`src/rtl/qqspi_arbiter.sv`:
```
// -----------------------------------------------------------------------------
// qqspi_arbiter
//
// Purpose:
//   Shares one qqspi memory controller (PSRAM / SPI-flash, 8Mx32 word space)
//   between two bus requesters. One request at a time is latched and handed
//   to the controller with a valid/ready handshake. The controller's ready is
//   sticky (it stays high until the controller sees valid low), so the
//   arbiter waits for ready to drop before it makes the next grant. Read data
//   is returned to the granted requester together with a one-cycle ready
//   pulse.
//
// Parameters:
//   FIXED_PRIO : 0 = round-robin on simultaneous requests,
//                1 = port 0 always wins simultaneous requests
//   ADDR_W     : word address width (23 for 8Mx32)
//
// Ports:
//   clk, resetn            system clock, asynchronous active-low reset
//   pN_valid               port N request, held by the requester until pN_ready
//   pN_addr/wdata/wstrb    port N request fields (wstrb == 0 means read);
//                          only sampled in the cycle the request is granted
//   pN_ready               port N one-cycle completion pulse
//   pN_rdata               port N read data, valid while pN_ready
//   mem_valid              request to the controller
//   mem_addr/wdata/wstrb   latched request fields towards the controller
//   mem_ready              controller completion (sticky until valid drops)
//   mem_rdata              controller read data, valid while mem_ready
//   grant                  port currently or last served
//   busy                   high whenever a transaction is in progress
//
// All outputs come straight from flops.
// -----------------------------------------------------------------------------
module qqspi_arbiter #(
  parameter bit          FIXED_PRIO = 1'b0,
  parameter int unsigned ADDR_W     = 23
) (
  input  logic              clk,
  input  logic              resetn,
  // port 0
  input  logic              p0_valid,
  input  logic [ADDR_W-1:0] p0_addr,
  input  logic [31:0]       p0_wdata,
  input  logic [3:0]        p0_wstrb,
  output logic              p0_ready,
  output logic [31:0]       p0_rdata,
  // port 1
  input  logic              p1_valid,
  input  logic [ADDR_W-1:0] p1_addr,
  input  logic [31:0]       p1_wdata,
  input  logic [3:0]        p1_wstrb,
  output logic              p1_ready,
  output logic [31:0]       p1_rdata,
  // controller side
  output logic              mem_valid,
  output logic [ADDR_W-1:0] mem_addr,
  output logic [31:0]       mem_wdata,
  output logic [3:0]        mem_wstrb,
  input  logic              mem_ready,
  input  logic [31:0]       mem_rdata,
  // status
  output logic              grant,
  output logic              busy
);

  // IDLE    : waiting for a request (and for a quiet controller)
  // ISSUE   : request presented to the controller, waiting for mem_ready
  // RELEASE : completion returned, waiting for the controller to drop ready
  typedef enum logic [1:0] {
    ST_IDLE    = 2'd0,
    ST_ISSUE   = 2'd1,
    ST_RELEASE = 2'd2
  } state_e;

  state_e              state_q,     state_d;
  logic                mem_valid_q, mem_valid_d;
  logic [ADDR_W-1:0]   mem_addr_q,  mem_addr_d;
  logic [31:0]         mem_wdata_q, mem_wdata_d;
  logic [3:0]          mem_wstrb_q, mem_wstrb_d;
  logic                p0_ready_q,  p0_ready_d;
  logic                p1_ready_q,  p1_ready_d;
  logic [31:0]         p0_rdata_q,  p0_rdata_d;
  logic [31:0]         p1_rdata_q,  p1_rdata_d;
  logic                grant_q,     grant_d;
  logic                busy_q,      busy_d;

  // Port that would win if a grant were made this cycle.
  logic                win_s;

  // Arbitration: a lone requester always wins; on a tie either port 0 wins
  // (fixed priority) or the port that was not served last wins. grant resets
  // to 1 so port 0 takes the first round-robin tie.
  always_comb begin
    win_s = 1'b0;
    if (p0_valid && p1_valid) begin
      if (FIXED_PRIO) begin
        win_s = 1'b0;
      end else begin
        win_s = ~grant_q;
      end
    end else if (p1_valid) begin
      win_s = 1'b1;
    end else begin
      win_s = 1'b0;
    end
  end

  // Next-state and next-output logic of the transaction sequencer.
  always_comb begin
    state_d     = state_q;
    mem_valid_d = mem_valid_q;
    mem_addr_d  = mem_addr_q;
    mem_wdata_d = mem_wdata_q;
    mem_wstrb_d = mem_wstrb_q;
    p0_ready_d  = 1'b0;
    p1_ready_d  = 1'b0;
    p0_rdata_d  = p0_rdata_q;
    p1_rdata_d  = p1_rdata_q;
    grant_d     = grant_q;
    busy_d      = busy_q;

    case (state_q)
      ST_IDLE: begin
        // A ready still high here is stale (left over from a previous
        // completion); granting now could let it complete the new request.
        if (!mem_ready && (p0_valid || p1_valid)) begin
          grant_d     = win_s;
          mem_addr_d  = win_s ? p1_addr  : p0_addr;
          mem_wdata_d = win_s ? p1_wdata : p0_wdata;
          mem_wstrb_d = win_s ? p1_wstrb : p0_wstrb;
          mem_valid_d = 1'b1;
          busy_d      = 1'b1;
          state_d     = ST_ISSUE;
        end else begin
          mem_valid_d = 1'b0;
          busy_d      = 1'b0;
          state_d     = ST_IDLE;
        end
      end

      ST_ISSUE: begin
        // Completion is delivered even if the requester dropped its valid.
        if (mem_ready) begin
          if (grant_q) begin
            p1_rdata_d = mem_rdata;
            p1_ready_d = 1'b1;
          end else begin
            p0_rdata_d = mem_rdata;
            p0_ready_d = 1'b1;
          end
          mem_valid_d = 1'b0;
          state_d     = ST_RELEASE;
        end else begin
          mem_valid_d = 1'b1;
          state_d     = ST_ISSUE;
        end
        busy_d = 1'b1;
      end

      ST_RELEASE: begin
        mem_valid_d = 1'b0;
        if (!mem_ready) begin
          busy_d  = 1'b0;
          state_d = ST_IDLE;
        end else begin
          busy_d  = 1'b1;
          state_d = ST_RELEASE;
        end
      end

      default: begin
        mem_valid_d = 1'b0;
        busy_d      = 1'b0;
        state_d     = ST_IDLE;
      end
    endcase
  end

  // State and output registers; reset abandons any transaction in flight.
  always_ff @(posedge clk or negedge resetn) begin
    if (!resetn) begin
      state_q     <= ST_IDLE;
      mem_valid_q <= 1'b0;
      mem_addr_q  <= {ADDR_W{1'b0}};
      mem_wdata_q <= 32'h0000_0000;
      mem_wstrb_q <= 4'b0000;
      p0_ready_q  <= 1'b0;
      p1_ready_q  <= 1'b0;
      p0_rdata_q  <= 32'h0000_0000;
      p1_rdata_q  <= 32'h0000_0000;
      grant_q     <= 1'b1;
      busy_q      <= 1'b0;
    end else begin
      state_q     <= state_d;
      mem_valid_q <= mem_valid_d;
      mem_addr_q  <= mem_addr_d;
      mem_wdata_q <= mem_wdata_d;
      mem_wstrb_q <= mem_wstrb_d;
      p0_ready_q  <= p0_ready_d;
      p1_ready_q  <= p1_ready_d;
      p0_rdata_q  <= p0_rdata_d;
      p1_rdata_q  <= p1_rdata_d;
      grant_q     <= grant_d;
      busy_q      <= busy_d;
    end
  end

  assign mem_valid = mem_valid_q;
  assign mem_addr  = mem_addr_q;
  assign mem_wdata = mem_wdata_q;
  assign mem_wstrb = mem_wstrb_q;
  assign p0_ready  = p0_ready_q;
  assign p1_ready  = p1_ready_q;
  assign p0_rdata  = p0_rdata_q;
  assign p1_rdata  = p1_rdata_q;
  assign grant     = grant_q;
  assign busy      = busy_q;

endmodule

```
`config.mk`:
```
export PLATFORM = sky130hd
export DESIGN_NAME = qqspi_arbiter
export DESIGN_NICKNAME = d
export VERILOG_FILES = /design/src/rtl/qqspi_arbiter.sv
export SDC_FILE = /design/constraint.sdc
export NUM_CORES = 1
export LEC_CHECK = 0
export ABC_CLOCK_PERIOD_IN_PS = 3600
export BUFFER_PORTS_ARGS = -buffer_cell sky130_fd_sc_hd__clkbuf_2
export CAP_MARGIN = 20
export CORE_AREA = 2 2 109 111
export CTS_BUF_LIST = sky130_fd_sc_hd__clkbuf_16
export DETAILED_ROUTE_END_ITERATION = 6
export DIE_AREA = 0 0 111 113
export HOLD_SLACK_MARGIN = 0.08
export PLACE_DENSITY = 0.84
export SLEW_MARGIN = 20
export SYNTH_ARGS = -nofsm -noshare
export SYNTH_HDL_FRONTEND = slang
export SYNTH_SLANG_ARGS = --single-unit
```
`constraint.sdc`:
```
create_clock -name clk -period 3.6 [get_ports clk]
set_input_delay 0.18 -clock clk [delete_from_list [all_inputs] [get_ports clk]]
set_output_delay 0.18 -clock clk [all_outputs]
set_load 0.005 [all_outputs]
```
# == Word level (Yosys, flattened, before mapping) ==
# Cells that the tools add are included.
# totals
register_bits,130
input_bits,155
out_inout_bits,128
# op_classes
eq_ne,2
n_mux,20
n_bitwise,1
n_reduce_logical,8
# op_table
cell,count
2-to-1 mux 32 bit,1
2-to-1 mux 23 bit,1
2-to-1 mux 1 bit,12
one-hot mux 2 bit (3 select lines),1
AND reduction 3 bit,2
2-to-1 mux 2 bit,2
2-to-1 mux 4 bit,1
one-hot mux 1 bit (3 select lines),1
equality test 2 x 1 -> 1 bit (second input constant),1
equality test 2 bit (second input constant),1
logical AND 1 bit,2
zero test 2 bit,1
one-hot mux 1 bit (2 select lines),1
AND reduction 2 bit,1
zero test 1 bit,1
logical OR 1 bit,1
inverter 1 bit,1

# == Longest topological paths before layout ==
# Gate-level depths: netlist (run 1).
# depth
word_depth,4
ltp_mapped,6
mapped_depth_nobuf,3

# == Worst setup path after synthesis (run 1) ==
# Ideal clock, no wire load.
# synth_path
kind,reg-to-reg
start,register grant_q (netlist: grant)
end,register p1_rdata_q[10] (netlist: p1_rdata[10])
arrival_ns,1.529
required_ns,3.475
slack_ns,1.946
stages_incl_launch_ff,6
cell_sequence,dfstp_2 -> inv_1 -> or3_1 -> buf_2 -> buf_6 -> mux2_4
# synth_between
elab_chain_cells,1
# synth_rtl
element,line,rtl
"start, declared",84,"logic grant_q, grant_d;"
"start signal, assigned",203,grant_q <= grant_d;
AND reduction 3 bit (no source line),--,
"end signal, assigned",202,p1_rdata_q <= p1_rdata_d;
"end, declared",83,"logic [31:0] p1_rdata_q, p1_rdata_d;"
# No other way between the ends.
# A chain may end at the register's enable or synchronous reset.

# == Final worst setup path (run 1) ==
# layout_path
start,register grant_q (netlist: grant)
end,register mem_addr_q[17] (netlist: mem_addr[17])
# layout_between
elab_chain_cells,3
# layout_rtl
element,line,rtl
inverter 1 bit (no source line),--,
2-to-1 mux 1 bit,95,if (p0_valid && p1_valid) begin
2-to-1 mux 23 bit,128,mem_addr_d = win_s ? p1_addr : p0_addr;
"end signal, assigned",184,mem_addr_q <= {ADDR_W{1'b0}};
"end signal, assigned",196,mem_addr_q <= mem_addr_d;
"end, declared",77,"logic [ADDR_W-1:0] mem_addr_q, mem_addr_d;"
# No other way between the ends.

==> impl_metrics.yaml, run 1 <==
die:
  core_um2: 11300
  chipWidth_um: 111
  initial_core_util_pct: 48.1
  dieArea_um2: 12500
  fp-row-count: 39
  io_pins: 283
  die_y_um: 113
worst_setup_path:
  rr_endpoint: "mem_addr[17]"
  worstPathMaxFanout: 60
  start_kind: "flop"
  worst_r2r_path_depth: 4
  slowest_stage: "dfstp_2"
  arrival_ns: 2.62
  crit_chain: "a21bo_4, o32ai_1, dlygate4sd3_1, a2bb2oi_1"
  rrSetupSlack_ns: 1.31
  cp.required_ns: 3.93
  crit-reg2reg-launch: "grant"
  cp-end-kind: "flop"
  cp_slowest_stage_delay_ns: 0.62
  path_class: "reg -> reg"
flow_run:
  maxCapViolations: 0
cts:
  clk_pin_slew_ns: 0.06
  insertion_delay_ns: 0.41
  numClockSinks: 130
  cts_tree: "yes"
  clock_path_buffers: 2
  cts_root_buf: "clkbuf_16"
  htreeDepth: 4
  cts_made_buffers: 17
cells_and_area:
  layout-drive-gt1-share_pct: 53.0
  fin_nets: 878
  regArea_um2: 3250
  area_growth_pct: 55.3
  fillCellCount: 668
  multi_input_area_um2: 1990
drt:
  viasPerCell: 5.65
  drt_wl_total_um: 17900
  firstDrtPassIters: 6
  drt-wirelength-per-cell_um: 20.4
  drc: 0
  drt_iter0_drc: 390
  ant_nets: 0
  via_count: 4968
grt:
  grt_pass1_vias: 5395
  overflow: 0
  grt_max_degree: 70
  grt_pass1_wl_um: 27600
  antenna_found_initial: 1
  grtUsageTotal_pct: 28.1
synthesis:
  synth.avg_cell_area_um2: 14.6
  synthTopCellsByArea: "dfrtp_1, a2bb2oi_1, o32ai_1"
  yosys.area.top_type_share_pct: 59.6
  yosysSeqAreaShare_pct: 60.0
  ys_ff_latch: 130
  syn_nets: 525
  synth_area_um2: 5420
  netlist_instances: 370
  yosysTopAreaCell: "dfrtp_1"
  yosysUniqueCellTypes: 21
  yosysWarningCount: 0
placed_design:
  place_ws_ns: 1.43
  portBuffers: 282
  hpwl_um: 10500
  finalWeightedCongestion: 0.846
power:
  powerDensity_nw_per_um2: 822
  max-vdd-ir-drop_uv: 561
  power_leakage_nw: 4.09
sta:
  fin_ws_ns: 1.31
  fmax_ghz: 0.436
  hold_viol_final: 0
  fin_crit_sh_pct: 63.7
  max_slew_margin_pct: 27.0
  drv_slew: 0
  tns_ns: 0
  finalCriticalPeriod_ns: 2.29
  final-setup-viol-count: 0
  worstMarginPinSlew_ns: 1.09
  fin_worst_skew_ns: 0.0133
  rsz0062_at_grt: "no"
worst_hold_path:
  min_from: "p0_wdata[1]"
  hp-class: "in -> reg"
  holdPathStages: 3
  min_to: "mem_wdata[1]"
status:
  outcome: "finished, final reports clean"
## Yosys cell counts
| master | number |
|---|---|
| o32ai_1 | 59 |
| dfstp_2 | 1 |
| a21oi_1 | 1 |
| mux2_4 | 29 |
| inv_1 | 3 |
| buf_2 | 12 |
| mux2_2 | 35 |
| buf_6 | 3 |
| o21a_1 | 1 |
| dfrtp_1 | 129 |
| mux2i_1 | 1 |
| or3_1 | 1 |
| nand2b_1 | 2 |
| inv_2 | 1 |
| o211ai_1 | 1 |
| a21bo_2 | 1 |
| clkbuf_1 | 25 |
| nor3_2 | 2 |
| o21ai_0 | 3 |
| a2bb2oi_1 | 59 |
| nor2b_1 | 1 |
## cell families after synthesis
kind of cell	synth area share, %
compound gates	19.9
buf+inv	3.74
flops	60.0
mux	15.5
simple gates	0.831
## flip-flops by register name (all words and copies together) (netlist names)
register	cells
mem_wdata	32
p0_rdata	32
p1_rdata	32
mem_addr	23
mem_wstrb	4
state_q	2
busy	1
grant	1
mem_valid	1
p0_ready	1
p1_ready	1
## per-stage QoR
step,instance area (um^2),hold slack [ns],utilization (%),std cells,total power [mW]
finish,8420,0.107,74.7,880,6.92
global route,8420,0.0997,74.7,879,7.25
CTS,8410,0.0803,74.6,879,6.88
detailed placement,6900,0.341,61.2,760,4.91
global placement,6900,0.334,61.2,760,4.81
floorplan,5420,-0.116,-,370,3.77
## critical path, delay by kind of cell (launching register included)
family                 cells  cell delay, ns
buffers and inverters      1            0.60
DFF                        1            0.62
AOI/OAI and AO/OA          3            0.97
## placed cells by master, fill, tap and decap left out, drive strengths merged, types with 2 or more instances in the layout
cell type,synthesis,final
clkinvlp,0,4
clkbuf,25,298
bufinv,0,5
nand2b,2,2
mux2,64,64
o21ai,3,3
o32ai,59,59
inv,4,6
dlygate4sd3,0,87
dfrtp,129,129
a2bb2oi,59,59
nor3,2,2
clkinv,0,4
buf,15,6
## power breakdown
part	internal, mW	switching [mW]	total [mW]
sequential	2.20	0.473	2.67
clock	1.22	0.640	1.86
combinational	1.38	1.01	2.39
## area by class of cell
class,count,share of cell area (%)
Clock inverter,15,2.57
Sequential cell,130,38.7
Timing Repair Buffer,374,27.7
Clock buffer,17,5.05
Antenna cell,1,0.0297
Inverter,4,0.178
Multi-Input combinational cell,196,23.7
Tap cell,143,2.13
## routing by layer
layer	GRT usage, %	vias to the layer above	share of wire, %
li1	-	2177	-
met1	31.6	2437	37
met2	47.9	286	51
met3	8.78	68	7.6
met4	15.9	0	4.3
met5	0	-	0
## worst max-delay path by stage
stage                        end  slack [ns]  startpoint
detailed placement  p1_rdata[15]        1.43       grant
global placement     p1_rdata[6]        1.48       grant
floorplan           p1_rdata[10]        1.95       grant
finish              mem_addr[17]        1.31       grant
global route        mem_addr[17]        1.22       grant
CTS                 mem_addr[17]        0.97       grant
## what timing repair did
action | in CTS | in global routing
gates resized for setup | 0 | 0
hold buffers | 87 | 0
hold endpoints to repair | 186 | 0
buffers inserted | 0 | 0
No activity file was read; power rests on OpenSTA's default activity.
==> run 2, diff against run 1 <==
ABC_AREA = 1   (was default)
ABC_CLOCK_PERIOD_IN_PS = 2000   (was 3600)
CORE_AREA = default   (was 2 2 109 111)
CORE_UTILIZATION = 42   (was default)
DIE_AREA = default   (was 0 0 111 113)
PLACE_DENSITY = 0.77   (was 0.84)
clock period = 2 ns   (was 3.6 ns; I/O delays follow)
==> impl_metrics.yaml, run 2 <==
worst_setup_path:
  slowest_stage: "dfstp_2"
  start_kind: "flop"
  cp.required_ns: 2.30
  critPathMostFrequentCell: "nand2_1"
  crit_chain: "nand2_2, buf_12, nand3_1, nand2_1, dlygate4sd3_1, nand2_1, nand2_1"
  arrival_ns: 2.21
  cp-end-kind: "flop"
  cp_slowest_stage_delay_ns: 0.57
  worstPathMaxFanout: 59
  path_class: "reg -> reg"
sta:
  rsz0062_at_grt: "no"
  drv_slew: 0
  tns_ns: 0
  fin_worst_skew_ns: 0.00943
  hold_viol_final: 0
  finalCriticalPeriod_ns: 1.90
  fmax_ghz: 0.525
  worstMarginPinSlew_ns: 0.670
  max_slew_margin_pct: 55.3
  fin_crit_sh_pct: 95.2
  final-setup-viol-count: 0
die:
  initial_core_util_pct: 43.1
  core_um2: 13300
  dieArea_um2: 14100
  io_pins: 283
  chipWidth_um: 119
  die_y_um: 119
  fp-row-count: 42
drt:
  drt_iter0_drc: 480
  ant_nets: 0
  firstDrtPassIters: 5
  drt_wl_total_um: 19700
  drt-wirelength-per-cell_um: 14.9
  drc: 0
  viasPerCell: 4.96
  via_count: 6566
synthesis:
  synthTopCellsByCount: "nand2_1, dfrtp_1, nand3_1"
  synth_area_um2: 5730
  ys_ff_latch: 130
  synth.avg_cell_area_um2: 8.01
  synth_ff_type: "dfrtp_1"
  yosysUniqueCellTypes: 18
  yosysWarningCount: 0
  synth.most_common_cell: "nand2_1"
  yosysTopAreaCell: "dfrtp_1"
  yosysSeqAreaShare_pct: 56.8
  yosys.area.top_type_share_pct: 56.3
  synthTopCellsByArea: "dfrtp_1, nand2_1, nand3_1"
  syn_nets: 871
  netlist_instances: 716
  synth_edf_count: 0
  async_flop_share_pct: 100
power:
  powerDensity_nw_per_um2: 1310
  max-vdd-ir-drop_uv: 666
  p_total_mw: 12.4
  power_leakage_nw: 5.39
cts:
  cts_root_buf: "clkbuf_16"
  cts_tree: "yes"
  htreeDepth: 4
  numClockSinks: 130
  cts_made_buffers: 17
  clk_pin_slew_ns: 0.06
  insertion_delay_ns: 0.42
  clock_path_buffers: 2
grt:
  overflow: 0
  grtUsageTotal_pct: 28.8
  grt_pass1_vias: 6696
  grt_max_degree: 66
  grt_pass1_wl_um: 32000
  antenna_found_initial: 0
cells_and_area:
  insertedDiodeCount: 0
  regArea_um2: 3250
  layout-drive-gt1-share_pct: 28.9
  fillCellCount: 879
  layout_commonest_cell: "nand2_1"
  final_cell_mix: "nand2_1, clkbuf_2, dlygate4sd3_1"
  multi_input_area_um2: 2070
  fin_nets: 1289
  area_growth_pct: 65.0
placed_design:
  portBuffers: 282
  finalWeightedCongestion: 0.812
  hpwl_um: 10700
status:
  outcome: "finished, final reports clean"
worst_hold_path:
  hp-class: "in -> reg"
flow_run:
  maxCapViolations: 0
-- run 2: cell types whose count changed after synthesis, sizes merged, moves of 13 or more --
cell and change:
buf +18, nand2 +364, inv +37, a2bb2oi -59, clkbuf -13, o21ai +65, mux2 -64, o32ai -59
nand3 +63
-- run 2: critical path: cells and delay by family (launching register included) --
kind | cells | cell delay, ns
buf+inv | 2 | 0.76
flops | 1 | 0.57
simple gates | 5 | 0.45
-- run 2: path summary, 6_finish.rpt --
path	start	to	slack [ns]	cells after the start
hold / removal	p1_valid	mem_addr[16]	0.14	5
hold reg to reg	mem_addr[22]	mem_addr[22]	0.48	2
setup reg to reg	grant	mem_wdata[5]	0.1	7
setup / recovery	grant	mem_wdata[5]	0.1	7
min in group asynchronous	resetn	p1_rdata[15]	0.23	2
max in group asynchronous	resetn	grant	1.11	3
-- run 2: per-layer routing --
metal  track usage (%)  up-vias  wire length (um)  part of all wire, %
met5                 0        -                 0                    0
met4              14.6        0               675                  3.4
met3              6.99       61              1700                  8.6
met2              50.0      393              9810                   50
met1              32.9     3054              7550                   38
li1                  -     3058                 -                    -
-- run 2: logic make-up after synthesis --
kind of cell	after synthesis	share of synthesized area (%)
AOI/OAI and AO/OA	68	5.94
and+or+nand+nor	432	30.0
buffers and inverters	86	7.33
DFF	130	56.8
-- run 2: layout make-up --
cell class | instances | share of cell area [%]
Clock buffer | 17 | 4.50
Clock inverter | 15 | 2.51
Inverter | 41 | 1.63
Multi-Input combinational cell | 500 | 21.9
Sequential cell | 130 | 34.4
Tap cell | 176 | 2.33
Timing Repair Buffer | 444 | 32.7
-- run 2: report_power, final --
group / total [mW] / switching, mW / leakage (nW) / internal [mW]
registers: 4.70 / 0.777 / 1.63 / 3.92
clock network: 3.48 / 1.16 / 0.316 / 2.33
logic: 4.22 / 2.28 / 3.44 / 1.94
total: 12.4 / 4.21 / 5.39 / 8.18
-- run 2: timing repair --
item,in CTS,in global routing
endpoints found under the setup margin,0,14
hold buffers,152,0
hold endpoints to repair,165,0
buffers inserted,0,0
resized for setup,0,5
-- run 2: through the flow --
stage          setup WS (ns)  cell area (um^2)  utilization (%)  std cells  hold WS [ns]
3_3_place_gp           0.544              7260             54.6       1139         0.106
6_report              0.0969              9460             71.2       1323         0.138
4_1_cts               0.0221              9440             71.0       1323         0.111
2_1_floorplan          0.709              5730                -        716        -0.196
3_5_place_dp           0.500              7260             54.6       1139         0.104
5_1_grt              0.00150              9460             71.2       1323         0.190
==> run 3, diff against run 2 <==
ABC_CLOCK_PERIOD_IN_PS = 1900   (was 2000)
CORE_UTILIZATION = 46   (was 42)
PLACE_DENSITY = 0.8   (was 0.77)
clock period = 1.9 ns   (was 2 ns; I/O delays follow)
==> impl_metrics.yaml, run 3 (synthesis gave the netlist of run 2 again) <==
cells_and_area:
  layout-drive-gt1-share_pct: 28.8
  multi_input_area_um2: 2070
  regArea_um2: 3250
  layout_commonest_cell: "nand2_1"
  design_area_um2: 9320
  fillCellCount: 714
  final_cell_mix: "nand2_1, clkbuf_2, dlygate4sd3_1"
  area_growth_pct: 62.6
  insertedDiodeCount: 0
  fin_nets: 1291
flow_run:
  maxCapViolations: 0
placed_design:
  hpwl_um: 10600
  finalWeightedCongestion: 0.784
  post_dp_cell_area_um2: 7250
  portBuffers: 282
cts:
  clk_pin_slew_ns: 0.05
  cts_tree: "yes"
  htreeDepth: 4
  insertion_delay_ns: 0.41
  numClockSinks: 130
  cts_made_buffers: 17
  clock_path_buffers: 2
  cts_root_buf: "clkbuf_16"
sta:
  final-setup-viol-count: 0
  tns_ns: 0
  fin_worst_skew_ns: 0.0137
  worstMarginPinSlew_ns: 0.635
  finalCriticalPeriod_ns: 1.62
  fmax_ghz: 0.616
  drv_slew: 0
  hold_viol_final: 0
  fin_crit_sh_pct: 85.4
  max_slew_margin_pct: 57.6
  rsz0062_at_grt: "no"
drt:
  viasPerCell: 5.10
  drc: 0
  drt-wirelength-per-cell_um: 15.8
  drt_iter0_drc: 702
  drt_wl_total_um: 20700
  ant_nets: 0
  firstDrtPassIters: 6
  via_count: 6711
die:
  fp-row-count: 40
  chipWidth_um: 114
  dieArea_um2: 12900
  core_um2: 12100
  die_y_um: 114
  io_pins: 283
  initial_core_util_pct: 47.5
grt:
  met3_usage_pct: 8.98
  globalRoute.busiestLayer: "met2"
  grt_pass1_wl_um: 32400
  grt_use_met1_pct: 36.3
  grt_pass1_vias: 6663
  grtUsageTotal_pct: 32.4
  grt_max_degree: 66
  grt.met2_usage_pct: 55.0
  overflow: 0
  antenna_found_initial: 0
worst_setup_path:
  worstPathMaxFanout: 59
  cp.required_ns: 2.24
  critPathMostFrequentCell: "nand2_1"
  slowest_stage: "buf_4"
  critPathTopFamily: "simple AND/OR/NAND/NOR gates"
  arrival_ns: 1.97
  start_kind: "flop"
  cp-end-kind: "flop"
  cp_slowest_stage_delay_ns: 0.52
  crit_chain: "nand2_2, buf_4, nand3_1, nand2_1, nand2_1, nand2_1"
  path_class: "reg -> reg"
  timing.critical_path.buf_inv: 1
power:
  power_leakage_nw: 5.34
  powerDensity_nw_per_um2: 1330
  max-vdd-ir-drop_uv: 792
status:
  outcome: "finished, final reports clean"
worst_hold_path:
  hp-class: "in -> reg"
## run 3: cell count changes in the layout (fill, tap and decap cells not counted), sizes merged
cell	before	now
inv	42	45
buf	11	13
clkinvlp	2	1
bufinv	6	2
## run 3: where the power goes
group | internal [mW] | switching, mW | total, mW
logic | 1.98 | 2.43 | 4.41
registers | 4.13 | 0.814 | 4.94
clock network | 1.89 | 1.15 | 3.04
total | 8.00 | 4.39 | 12.4
## run 3: path summary, 6_finish.rpt
kind / startpoint / to / slack, ns / cells past startpoint
hold reg to reg: mem_addr[21] / mem_addr[21] / 0.47 / 2
max in group asynchronous: resetn / mem_addr[1] / 1.08 / 3
setup / recovery: grant / mem_wdata[17] / 0.28 / 6
hold / removal: p0_valid / grant / 0.17 / 4
min in group asynchronous: resetn / p1_rdata[14] / 0.19 / 2
setup reg to reg: grant / mem_wdata[17] / 0.28 / 6
## run 3: per-layer routing
metal	routed length, um	vias up
met4	1040	0
met1	7530	3065
met2	10100	473
li1	-	3061
met5	0	-
met3	2050	112
## run 3: repair_timing
| item | CTS | global route |
|---|---|---|
| endpoints found under the hold margin | 240 | 0 |
| hold buffers | 152 | 0 |
| setup buffers | 0 | 0 |
| resized for setup | 0 | 0 |
## run 3: final cells by class
class,instances,area share (%)
timing repair buffer,446,33.1
clock inverter,13,1.33
tap,168,2.26
inverter,41,1.65
multi-input combinational,500,22.2
sequential,130,34.9
clock buffer,17,4.56
## run 3: stage by stage
step	utilization [%]	hold slack (ns)	std cells	setup WS, ns	power [mW]
finish	77.3	0.172	1315	0.278	12.4
global route	77.3	0.216	1315	0.154	13.2
CTS	77.3	0.166	1315	0.432	12.2
detailed placement	60.1	0.0906	1133	0.437	8.88
global placement	60.1	0.0909	1133	0.503	8.76
floorplan	-	-0.201	716	0.609	6.80
## run 3: worst reg2reg max path: stages, from the launching register on
cell and delay [ns]:
dfstp_2 0.39, nand2_2 0.08, buf_4 0.52, nand3_1 0.27, nand2_1 0.14, nand2_1 0.07, nand2_1 0.08
